[config.mk]
export PLATFORM = sky130hd
export DESIGN_NAME = traffic_generator_burst_flat
export DESIGN_NICKNAME = d
export VERILOG_FILES = /design/src/rtl/traffic_generator_burst_if.sv /design/src/rtl/traffic_generator_burst.sv /design/src/flat_wrapper.sv
export SDC_FILE = /design/constraint.sdc
export NUM_CORES = 1
export LEC_CHECK = 0
export ABC_AREA = 0
export BUFFER_PORTS_ARGS = -buffer_cell sky130_fd_sc_hd__buf_2
export CAP_MARGIN = 25
export CORE_AREA = 2 2 235 237
export CTS_CLUSTER_SIZE = 24
export DETAILED_ROUTE_END_ITERATION = 12
export DIE_AREA = 0 0 237 239
export GPL_ROUTABILITY_DRIVEN = 0
export PLACE_DENSITY = 0.55
export SLEW_MARGIN = 40
export SYNTH_ARGS = -nofsm -noshare
export SYNTH_HDL_FRONTEND = slang
export SYNTH_SLANG_ARGS = --single-unit
[constraint.sdc]
create_clock -name clk -period 7.11 [get_ports clk]
set_input_delay 0.711 -clock clk [delete_from_list [all_inputs] [get_ports clk]]
set_output_delay 0.711 -clock clk [all_outputs]
set_load 0.1 [all_outputs]
[src/rtl/traffic_generator_burst_if.sv]
// ---------------------------------------------------------------------------
// traffic_generator_burst_if
//   Bundles the three bus-facing groups of the burst traffic generator:
//   - memory request interface (command out, completion/response in)
//   - camera write AXI-Stream (data/tlast/valid in, ready out)
//   - HDMI read AXI-Stream (data/tlast/valid out, almost-full in)
//   master : the traffic generator side
//   slave  : the memory controller / stream endpoints side
// ---------------------------------------------------------------------------
interface traffic_generator_burst_if #(
    parameter int DATA_W = 128,
    parameter int ADDR_W = 24
);
    // memory request interface
    logic [ADDR_W-1:0] memrequest_addr;
    logic              memrequest_en;
    logic              memrequest_write_enable;
    logic [DATA_W-1:0] memrequest_write_data;
    logic [DATA_W-1:0] memrequest_resp_data;
    logic              memrequest_complete;
    logic              memrequest_busy;

    // camera write stream
    logic [DATA_W-1:0] write_axis_data;
    logic              write_axis_tlast;
    logic              write_axis_valid;
    logic              write_axis_ready;

    // HDMI read stream
    logic [DATA_W-1:0] read_axis_data;
    logic              read_axis_tlast;
    logic              read_axis_valid;
    logic              read_axis_af;

    modport master (
        output memrequest_addr, memrequest_en, memrequest_write_enable, memrequest_write_data,
        input  memrequest_resp_data, memrequest_complete, memrequest_busy,
        input  write_axis_data, write_axis_tlast, write_axis_valid,
        output write_axis_ready,
        output read_axis_data, read_axis_tlast, read_axis_valid,
        input  read_axis_af
    );

    modport slave (
        input  memrequest_addr, memrequest_en, memrequest_write_enable, memrequest_write_data,
        output memrequest_resp_data, memrequest_complete, memrequest_busy,
        output write_axis_data, write_axis_tlast, write_axis_valid,
        input  write_axis_ready,
        input  read_axis_data, read_axis_tlast, read_axis_valid,
        output read_axis_af
    );
endinterface

[src/rtl/traffic_generator_burst.sv]
// ---------------------------------------------------------------------------
// traffic_generator_burst
//   Burst-arbitrated DDR3 traffic generator in the memory ui clock domain.
//   Moves camera frames into memory and reads display frames back out,
//   granting up to BURST_LEN commands per direction before re-arbitrating.
//   Every issued command is tagged in an in-order FIFO so that completions
//   can be routed (reads to the HDMI stream with TLAST, writes dropped).
//
// Ports:
//   clk, rst_n      memory ui clock, asynchronous active-low reset
//   wr_base         write frame base, latched on the first write of a frame
//   rd_base         read frame base, latched on the first read of a frame
//   bus             memory request + write stream + read stream (master)
//   wr_frame_done   one-cycle pulse on the write TLAST handshake
//   tag_err         sticky: completion arrived with no command in flight
// ---------------------------------------------------------------------------
module traffic_generator_burst #(
    parameter int DATA_W             = 128,
    parameter int ADDR_W             = 24,
    parameter int FRAME_WORDS        = 115200,
    parameter int BURST_LEN          = 8,
    parameter int TAG_DEPTH          = 64,
    parameter int MAX_RD_OUTSTANDING = 32
) (
    input  logic                       clk,
    input  logic                       rst_n,
    input  logic [ADDR_W-1:0]          wr_base,
    input  logic [ADDR_W-1:0]          rd_base,
    traffic_generator_burst_if.master  bus,
    output logic                       wr_frame_done,
    output logic                       tag_err
);

    localparam int OFF_W = (FRAME_WORDS > 1) ? $clog2(FRAME_WORDS) : 1;
    localparam int BC_W  = (BURST_LEN > 1) ? $clog2(BURST_LEN) : 1;
    localparam int PTR_W = (TAG_DEPTH > 1) ? $clog2(TAG_DEPTH) : 1;
    localparam int RO_W  = $clog2(MAX_RD_OUTSTANDING + 1);

    typedef enum logic [1:0] {S_INIT, S_RD, S_WR} state_t;

    typedef struct packed {
        logic [ADDR_W-1:0] addr;
        logic              we;
        logic              last;
    } tag_t;

    state_t            state_q, state_d;
    logic [BC_W-1:0]   burst_q;
    logic [OFF_W-1:0]  wr_off_q, rd_off_q;
    logic [ADDR_W-1:0] wr_base_q, rd_base_q;
    tag_t              tag_mem [TAG_DEPTH];
    logic [PTR_W-1:0]  wptr_q, rptr_q;
    logic [PTR_W:0]    cnt_q;
    logic [RO_W-1:0]   rd_out_q;
    logic              tag_err_q;

    logic              tag_full, tag_empty, cmd_ok;
    logic              wr_pend, rd_pend, wr_go, rd_go;
    logic              push, pop, rd_resp, burst_end;
    logic [ADDR_W-1:0] wr_addr, rd_addr;

    assign tag_full  = (cnt_q == (PTR_W+1)'(TAG_DEPTH));
    assign tag_empty = (cnt_q == '0);
    assign cmd_ok    = !bus.memrequest_busy && !tag_full;
    assign wr_pend   = bus.write_axis_valid;
    assign rd_pend   = !bus.read_axis_af && (rd_out_q < RO_W'(MAX_RD_OUTSTANDING));
    assign burst_end = (burst_q == BC_W'(BURST_LEN - 1));

    // Offset 0 is the first word of a frame: the latch is not loaded yet,
    // so the live base port supplies the address for that word.
    assign wr_addr = ((wr_off_q == '0) ? wr_base : wr_base_q) + ADDR_W'(wr_off_q);
    assign rd_addr = ((rd_off_q == '0) ? rd_base : rd_base_q) + ADDR_W'(rd_off_q);

    assign push    = wr_go || rd_go;
    assign pop     = bus.memrequest_complete && !tag_empty;
    assign rd_resp = pop && !tag_mem[rptr_q].we;
    assign tag_err = tag_err_q;

    // ---------------- FSM: state register ----------------
    always_ff @(posedge clk or negedge rst_n) begin
        if (!rst_n) state_q <= S_INIT;
        else        state_q <= state_d;
    end

    // ---------------- FSM: next state ----------------
    // A grant ends when the burst is used up, or when this direction is
    // stalled while the other one has work waiting.
    always_comb begin
        state_d = state_q;
        case (state_q)
            S_INIT: state_d = S_RD;
            S_RD:   if ((rd_go && burst_end) || (!rd_go && wr_pend)) state_d = S_WR;
            S_WR:   if ((wr_go && burst_end) || (!wr_go && rd_pend)) state_d = S_RD;
            default: state_d = S_INIT;
        endcase
    end

    // ---------------- FSM: outputs ----------------
    always_comb begin
        wr_go = (state_q == S_WR) && cmd_ok && bus.write_axis_valid;
        rd_go = (state_q == S_RD) && cmd_ok && rd_pend;

        bus.write_axis_ready        = (state_q == S_WR) && cmd_ok;
        bus.memrequest_en           = wr_go || rd_go;
        bus.memrequest_write_enable = wr_go;
        bus.memrequest_addr         = '0;
        if (wr_go)      bus.memrequest_addr = wr_addr;
        else if (rd_go) bus.memrequest_addr = rd_addr;
        bus.memrequest_write_data   = wr_go ? bus.write_axis_data : '0;

        // Read responses leave with zero latency; gated so idle outputs stay 0.
        bus.read_axis_valid = rd_resp;
        bus.read_axis_data  = rd_resp ? bus.memrequest_resp_data : '0;
        bus.read_axis_tlast = rd_resp && tag_mem[rptr_q].last;

        wr_frame_done = wr_go && bus.write_axis_tlast;
    end

    // ---------------- burst counter, offsets and base latches ----------------
    always_ff @(posedge clk or negedge rst_n) begin
        if (!rst_n) begin
            burst_q   <= '0;
            wr_off_q  <= '0;
            rd_off_q  <= '0;
            wr_base_q <= '0;
            rd_base_q <= '0;
        end else begin
            if (state_q != state_d) burst_q <= '0;
            else if (push)          burst_q <= burst_q + 1'b1;

            if (wr_go) begin
                if (wr_off_q == '0) wr_base_q <= wr_base;
                // TLAST realigns the write frame even if it arrives early.
                if (bus.write_axis_tlast || wr_off_q == OFF_W'(FRAME_WORDS - 1))
                    wr_off_q <= '0;
                else
                    wr_off_q <= wr_off_q + 1'b1;
            end

            if (rd_go) begin
                if (rd_off_q == '0) rd_base_q <= rd_base;
                if (rd_off_q == OFF_W'(FRAME_WORDS - 1)) rd_off_q <= '0;
                else                                      rd_off_q <= rd_off_q + 1'b1;
            end
        end
    end

    // ---------------- tag FIFO storage ----------------
    always_ff @(posedge clk) begin
        if (push)
            tag_mem[wptr_q] <= '{addr: bus.memrequest_addr,
                                 we:   wr_go,
                                 last: (rd_off_q == OFF_W'(FRAME_WORDS - 1))};
    end

    // ---------------- tag FIFO control, read credit, error flag ----------------
    always_ff @(posedge clk or negedge rst_n) begin
        if (!rst_n) begin
            wptr_q    <= '0;
            rptr_q    <= '0;
            cnt_q     <= '0;
            rd_out_q  <= '0;
            tag_err_q <= 1'b0;
        end else begin
            if (push) wptr_q <= wptr_q + 1'b1;
            if (pop)  rptr_q <= rptr_q + 1'b1;

            case ({push, pop})
                2'b10:   cnt_q <= cnt_q + 1'b1;
                2'b01:   cnt_q <= cnt_q - 1'b1;
                default: cnt_q <= cnt_q;
            endcase

            case ({rd_go, rd_resp})
                2'b10:   rd_out_q <= rd_out_q + 1'b1;
                2'b01:   rd_out_q <= rd_out_q - 1'b1;
                default: rd_out_q <= rd_out_q;
            endcase

            if (bus.memrequest_complete && tag_empty) tag_err_q <= 1'b1;
        end
    end

endmodule
[src/flat_wrapper.sv]
// flat-port wrapper written by rule: the top's interface ports become plain ports
module traffic_generator_burst_flat 
#(
    parameter int DATA_W             = 128,
    parameter int ADDR_W             = 24,
    parameter int FRAME_WORDS        = 115200,
    parameter int BURST_LEN          = 8,
    parameter int TAG_DEPTH          = 64,
    parameter int MAX_RD_OUTSTANDING = 32
)
  (clk, rst_n, wr_base, rd_base, wr_frame_done, tag_err, bus_memrequest_addr, bus_memrequest_en, bus_memrequest_write_enable, bus_memrequest_write_data, bus_memrequest_resp_data, bus_memrequest_complete, bus_memrequest_busy, bus_write_axis_data, bus_write_axis_tlast, bus_write_axis_valid, bus_write_axis_ready, bus_read_axis_data, bus_read_axis_tlast, bus_read_axis_valid, bus_read_axis_af);
  traffic_generator_burst_if #(.DATA_W(DATA_W), .ADDR_W(ADDR_W)) bus_i ();
  input  logic clk;
  input  logic rst_n;
  input  logic [ADDR_W-1:0] wr_base;
  input  logic [ADDR_W-1:0] rd_base;
  output logic wr_frame_done;
  output logic tag_err;
  output wire logic [$bits(bus_i.memrequest_addr)-1:0] bus_memrequest_addr;
  output wire logic [$bits(bus_i.memrequest_en)-1:0] bus_memrequest_en;
  output wire logic [$bits(bus_i.memrequest_write_enable)-1:0] bus_memrequest_write_enable;
  output wire logic [$bits(bus_i.memrequest_write_data)-1:0] bus_memrequest_write_data;
  input wire logic [$bits(bus_i.memrequest_resp_data)-1:0] bus_memrequest_resp_data;
  input wire logic [$bits(bus_i.memrequest_complete)-1:0] bus_memrequest_complete;
  input wire logic [$bits(bus_i.memrequest_busy)-1:0] bus_memrequest_busy;
  input wire logic [$bits(bus_i.write_axis_data)-1:0] bus_write_axis_data;
  input wire logic [$bits(bus_i.write_axis_tlast)-1:0] bus_write_axis_tlast;
  input wire logic [$bits(bus_i.write_axis_valid)-1:0] bus_write_axis_valid;
  output wire logic [$bits(bus_i.write_axis_ready)-1:0] bus_write_axis_ready;
  output wire logic [$bits(bus_i.read_axis_data)-1:0] bus_read_axis_data;
  output wire logic [$bits(bus_i.read_axis_tlast)-1:0] bus_read_axis_tlast;
  output wire logic [$bits(bus_i.read_axis_valid)-1:0] bus_read_axis_valid;
  input wire logic [$bits(bus_i.read_axis_af)-1:0] bus_read_axis_af;
  assign bus_memrequest_addr = bus_i.memrequest_addr;
  assign bus_memrequest_en = bus_i.memrequest_en;
  assign bus_memrequest_write_enable = bus_i.memrequest_write_enable;
  assign bus_memrequest_write_data = bus_i.memrequest_write_data;
  assign bus_i.memrequest_resp_data = bus_memrequest_resp_data;
  assign bus_i.memrequest_complete = bus_memrequest_complete;
  assign bus_i.memrequest_busy = bus_memrequest_busy;
  assign bus_i.write_axis_data = bus_write_axis_data;
  assign bus_i.write_axis_tlast = bus_write_axis_tlast;
  assign bus_i.write_axis_valid = bus_write_axis_valid;
  assign bus_write_axis_ready = bus_i.write_axis_ready;
  assign bus_read_axis_data = bus_i.read_axis_data;
  assign bus_read_axis_tlast = bus_i.read_axis_tlast;
  assign bus_read_axis_valid = bus_i.read_axis_valid;
  assign bus_i.read_axis_af = bus_read_axis_af;
  traffic_generator_burst #(.DATA_W(DATA_W), .ADDR_W(ADDR_W), .FRAME_WORDS(FRAME_WORDS), .BURST_LEN(BURST_LEN), .TAG_DEPTH(TAG_DEPTH), .MAX_RD_OUTSTANDING(MAX_RD_OUTSTANDING)) u_core (.clk(clk), .rst_n(rst_n), .wr_base(wr_base), .rd_base(rd_base), .bus(bus_i), .wr_frame_done(wr_frame_done), .tag_err(tag_err));
endmodule
==> impl_metrics.yaml <==
route:
  drc: 0
  drtIter0Drc: 1110
  vias_per_cell: 5.157
  firstDrtPassIters: 5
  vias: 14196
  avgRoutedWirePerCell_um: 23.42
  antenna_left: 0
  wirelength_um: 64470
sta:
  worstMarginPinSlew_ns: 0.7559
  drv_slew: 0
  setup_slack_ns: 0.9890
  period_minus_slack_ns: 6.121
  finalSetupViolCount: 0
  relSlewSlack: 0.4961
  setup_tns_ns: 0
  worst_clock_skew_ns: 0.02594
  rsz0062_at_grt: "false"
  hold_violations: 0
  timing.final.crit_share: 0.8609
  hold_ws_ns: 0.2188
  fmax_ghz: 0.1634
power_and_ir_drop:
  p_leak_nw: 10.12
  finalPower_w: 0.008952
  vdd_drop_max_uv: 348.3
  p_per_area_mw_per_mm2: 459.6
global_route:
  met2_usage: 0.3534
  use_met1: 0.2707
  use_met3: 0.07968
  antenna_found_initial: 39
  grt_max_degree: 136
  grt_busiest_layer: "met2"
  grt_pass1_wl_um: 91530
  grt_overflow: 0
  grt_usage: 0.2167
  grt_pass1_vias: 13682
logic_synthesis:
  netlist_area_mm2: 0.01509
  synth_cells: 1486
  synth_edf_count: 128
  syn-mean-instance-area_um2: 10.16
  async_reset_ff_frac: 0.4689
  synth.ff_latch_count: 241
  ys.flop_type: "edfxtp_1"
  synth_cell_type_count: 68
  ys_seq_area_frac: 0.4420
  yosys_warnings: 0
  synth_fp_nets: 1854
critical_path:
  r2r-end: "u_core.rd_out_q[5]"
  crit_type: "reg -> out"
  critPathLaunchType: "flop"
  worstPathMaxFanout: 25
  worst_r2r_path_depth: 15
  endpoint_kind: "output pin"
  reg2reg_slack_ns: 2.45
  required_ns: 6.40
  r2r_start: "u_core.rptr_q[0]"
  crit_arrival_ns: 5.41
placement:
  port_buffers: 597
  dp_slack_ns: 1.620
  dp_hpwl_um: 50830
status:
  status: "complete, no violations"
floorplan:
  start_util: 0.2778
  num_rows: 86
  die_height_um: 239
  core_mm2: 0.05434
  chipWidth_um: 237
  io-pin-count: 598
  dieArea_mm2: 0.05664
clocking:
  ctsHoldBuffers: 0
  cts_sinks: 241
  clk_pin_slew_ns: 0.06
  clock_path_buffers: 3
  cts_resized: 0
  post-cts-setup-buffers: 0
  cts_made_buffers: 27
  clk_latency_ns: 0.56
  cts_tree: "yes"
  h-tree-depth: 1
  clockRootBuffer: "clkbuf_16"
job:
  maxCapViolCount: 0
min_path:
  hp-class: "in -> async"
layout:
  nNetsFinal: 2388
  final_cell_mix: "buf_2 (595), and3_1 (267), nand2_1 (173)"
  drive_above_1_share: 0.3616
  final_common_cell: "buf_2"
  n_fill_cell: 5571
  ff_latch_area_mm2: 0.006679
  multiInputGateArea_mm2: 0.007752
  fin_util: 0.3585
  area_growth_syn_to_layout_pct: 29.06
-- Yosys cell counts (5+ instances only) --
| library cell | n | share of area |
|---|---|---|
| a21o_1 | 14 | 0.0070 |
| a21oi_1 | 35 | 0.012 |
| a31oi_1 | 21 | 0.0087 |
| and3_1 | 267 | 0.11 |
| buf_2 | 8 | 0.0027 |
| buf_8 | 11 | 0.011 |
| clkbuf_1 | 77 | 0.019 |
| dfrtp_1 | 113 | 0.19 |
| edfxtp_1 | 128 | 0.25 |
| ha_1 | 53 | 0.044 |
| inv_1 | 29 | 0.0072 |
| mux2_2 | 34 | 0.025 |
| mux2i_1 | 18 | 0.012 |
| mux4_1 | 8 | 0.014 |
| mux4_2 | 33 | 0.049 |
| nand2_1 | 173 | 0.043 |
| nand2b_1 | 13 | 0.0054 |
| nand3_1 | 26 | 0.0086 |
| nand3b_1 | 5 | 0.0025 |
| nand4_1 | 17 | 0.0070 |
| nor2_1 | 135 | 0.034 |
| nor2b_1 | 8 | 0.0033 |
| nor3_1 | 10 | 0.0033 |
| o211ai_1 | 5 | 0.0025 |
| o21ai_0 | 38 | 0.013 |
| o21bai_1 | 9 | 0.0045 |
| o22ai_1 | 17 | 0.0070 |
| or3_1 | 8 | 0.0033 |
| or4_1 | 6 | 0.0030 |
| xnor2_1 | 47 | 0.027 |
| xor2_1 | 43 | 0.025 |
-- sequential cells by signal, summed over array words and instances (netlist names), 6 cells and up --
name              cells
u_core.wr_base_q     24
u_core.rd_base_q     24
u_core.wr_off_q      17
u_core.rptr_q         6
u_core.cnt_q          7
u_core.wptr_q         6
u_core.rd_off_q      17
u_core.rd_out_q       6
u_core.tag_mem      128
-- worst max-delay path: stages (launching register included) --
cell,delay [ns]
dfrtp_1,0.44
or4_1,0.55
nor2_1,0.15
and4_1,0.49
buf_4,0.40
mux2_2,0.39
ha_1,0.35
a21oi_1,0.17
nor2b_1,0.06
a311oi_1,0.32
a21oi_1,0.15
o221ai_1,0.44
nor3_1,0.13
xor2_1,0.18
o22ai_1,0.17
buf_2,0.45
-- worst max path at each step --
stage | endpoint | slack (ns) | start | cells after the start
after floorplan | bus_memrequest_addr[12] | 0.67 | u_core.rd_off_q[10] | 18
after global placement | bus_memrequest_addr[21] | 1.62 | u_core.rd_off_q[10] | 15
after detailed placement | bus_memrequest_addr[21] | 1.62 | u_core.rd_off_q[10] | 15
after CTS | bus_memrequest_addr[21] | 0.99 | u_core.rd_off_q[10] | 15
after global routing | bus_memrequest_addr[21] | 0.61 | u_core.rd_off_q[10] | 15
final | bus_memrequest_addr[21] | 0.99 | u_core.rd_off_q[10] | 15
-- final cells by class --
class                           instances  share of cell area
Antenna cell                            8            0.001028
Timing Repair Buffer                  612              0.1605
Tap cell                              704             0.04522
Clock inverter                         19            0.009314
Clock buffer                           31             0.03700
Sequential cell                       241              0.3429
Multi-Input combinational cell       1107              0.3980
Inverter                               31            0.006038
-- where the power goes --
part,switching [W],internal [W]
sequential,0.000291,0.00169
combinational,0.00416,0.00140
clock,0.000583,0.000836
-- per-layer routing --
metal / vias to the layer above / part of all wire
met3: 149 / 0.10
met1: 6820 / 0.41
li1: 6476 / -
met2: 721 / 0.45
met4: 30 / 0.033
met5: - / 0.0028
-- kinds of logic (layout without fill, tap and decap cells) --
kind of cell,count (synthesis),in the layout,synth area share
other cells,0,8,0
mux,93,93,0.1005
xor+xnor,90,90,0.05223
fa+ha+maj,57,57,0.04924
buf+inv,138,693,0.04576
compound gates,175,175,0.07461
flops,241,241,0.4420
simple gates,692,692,0.2357
-- metrics by stage --
stage                     area, um^2  instances
after CTS                      19440       2745
after global placement         18530       2695
after floorplan                15090       1486
final                          19480       2753
after detailed placement       18540       2695
after global routing           19470       2750
Power figures use the tool's default switching activity.
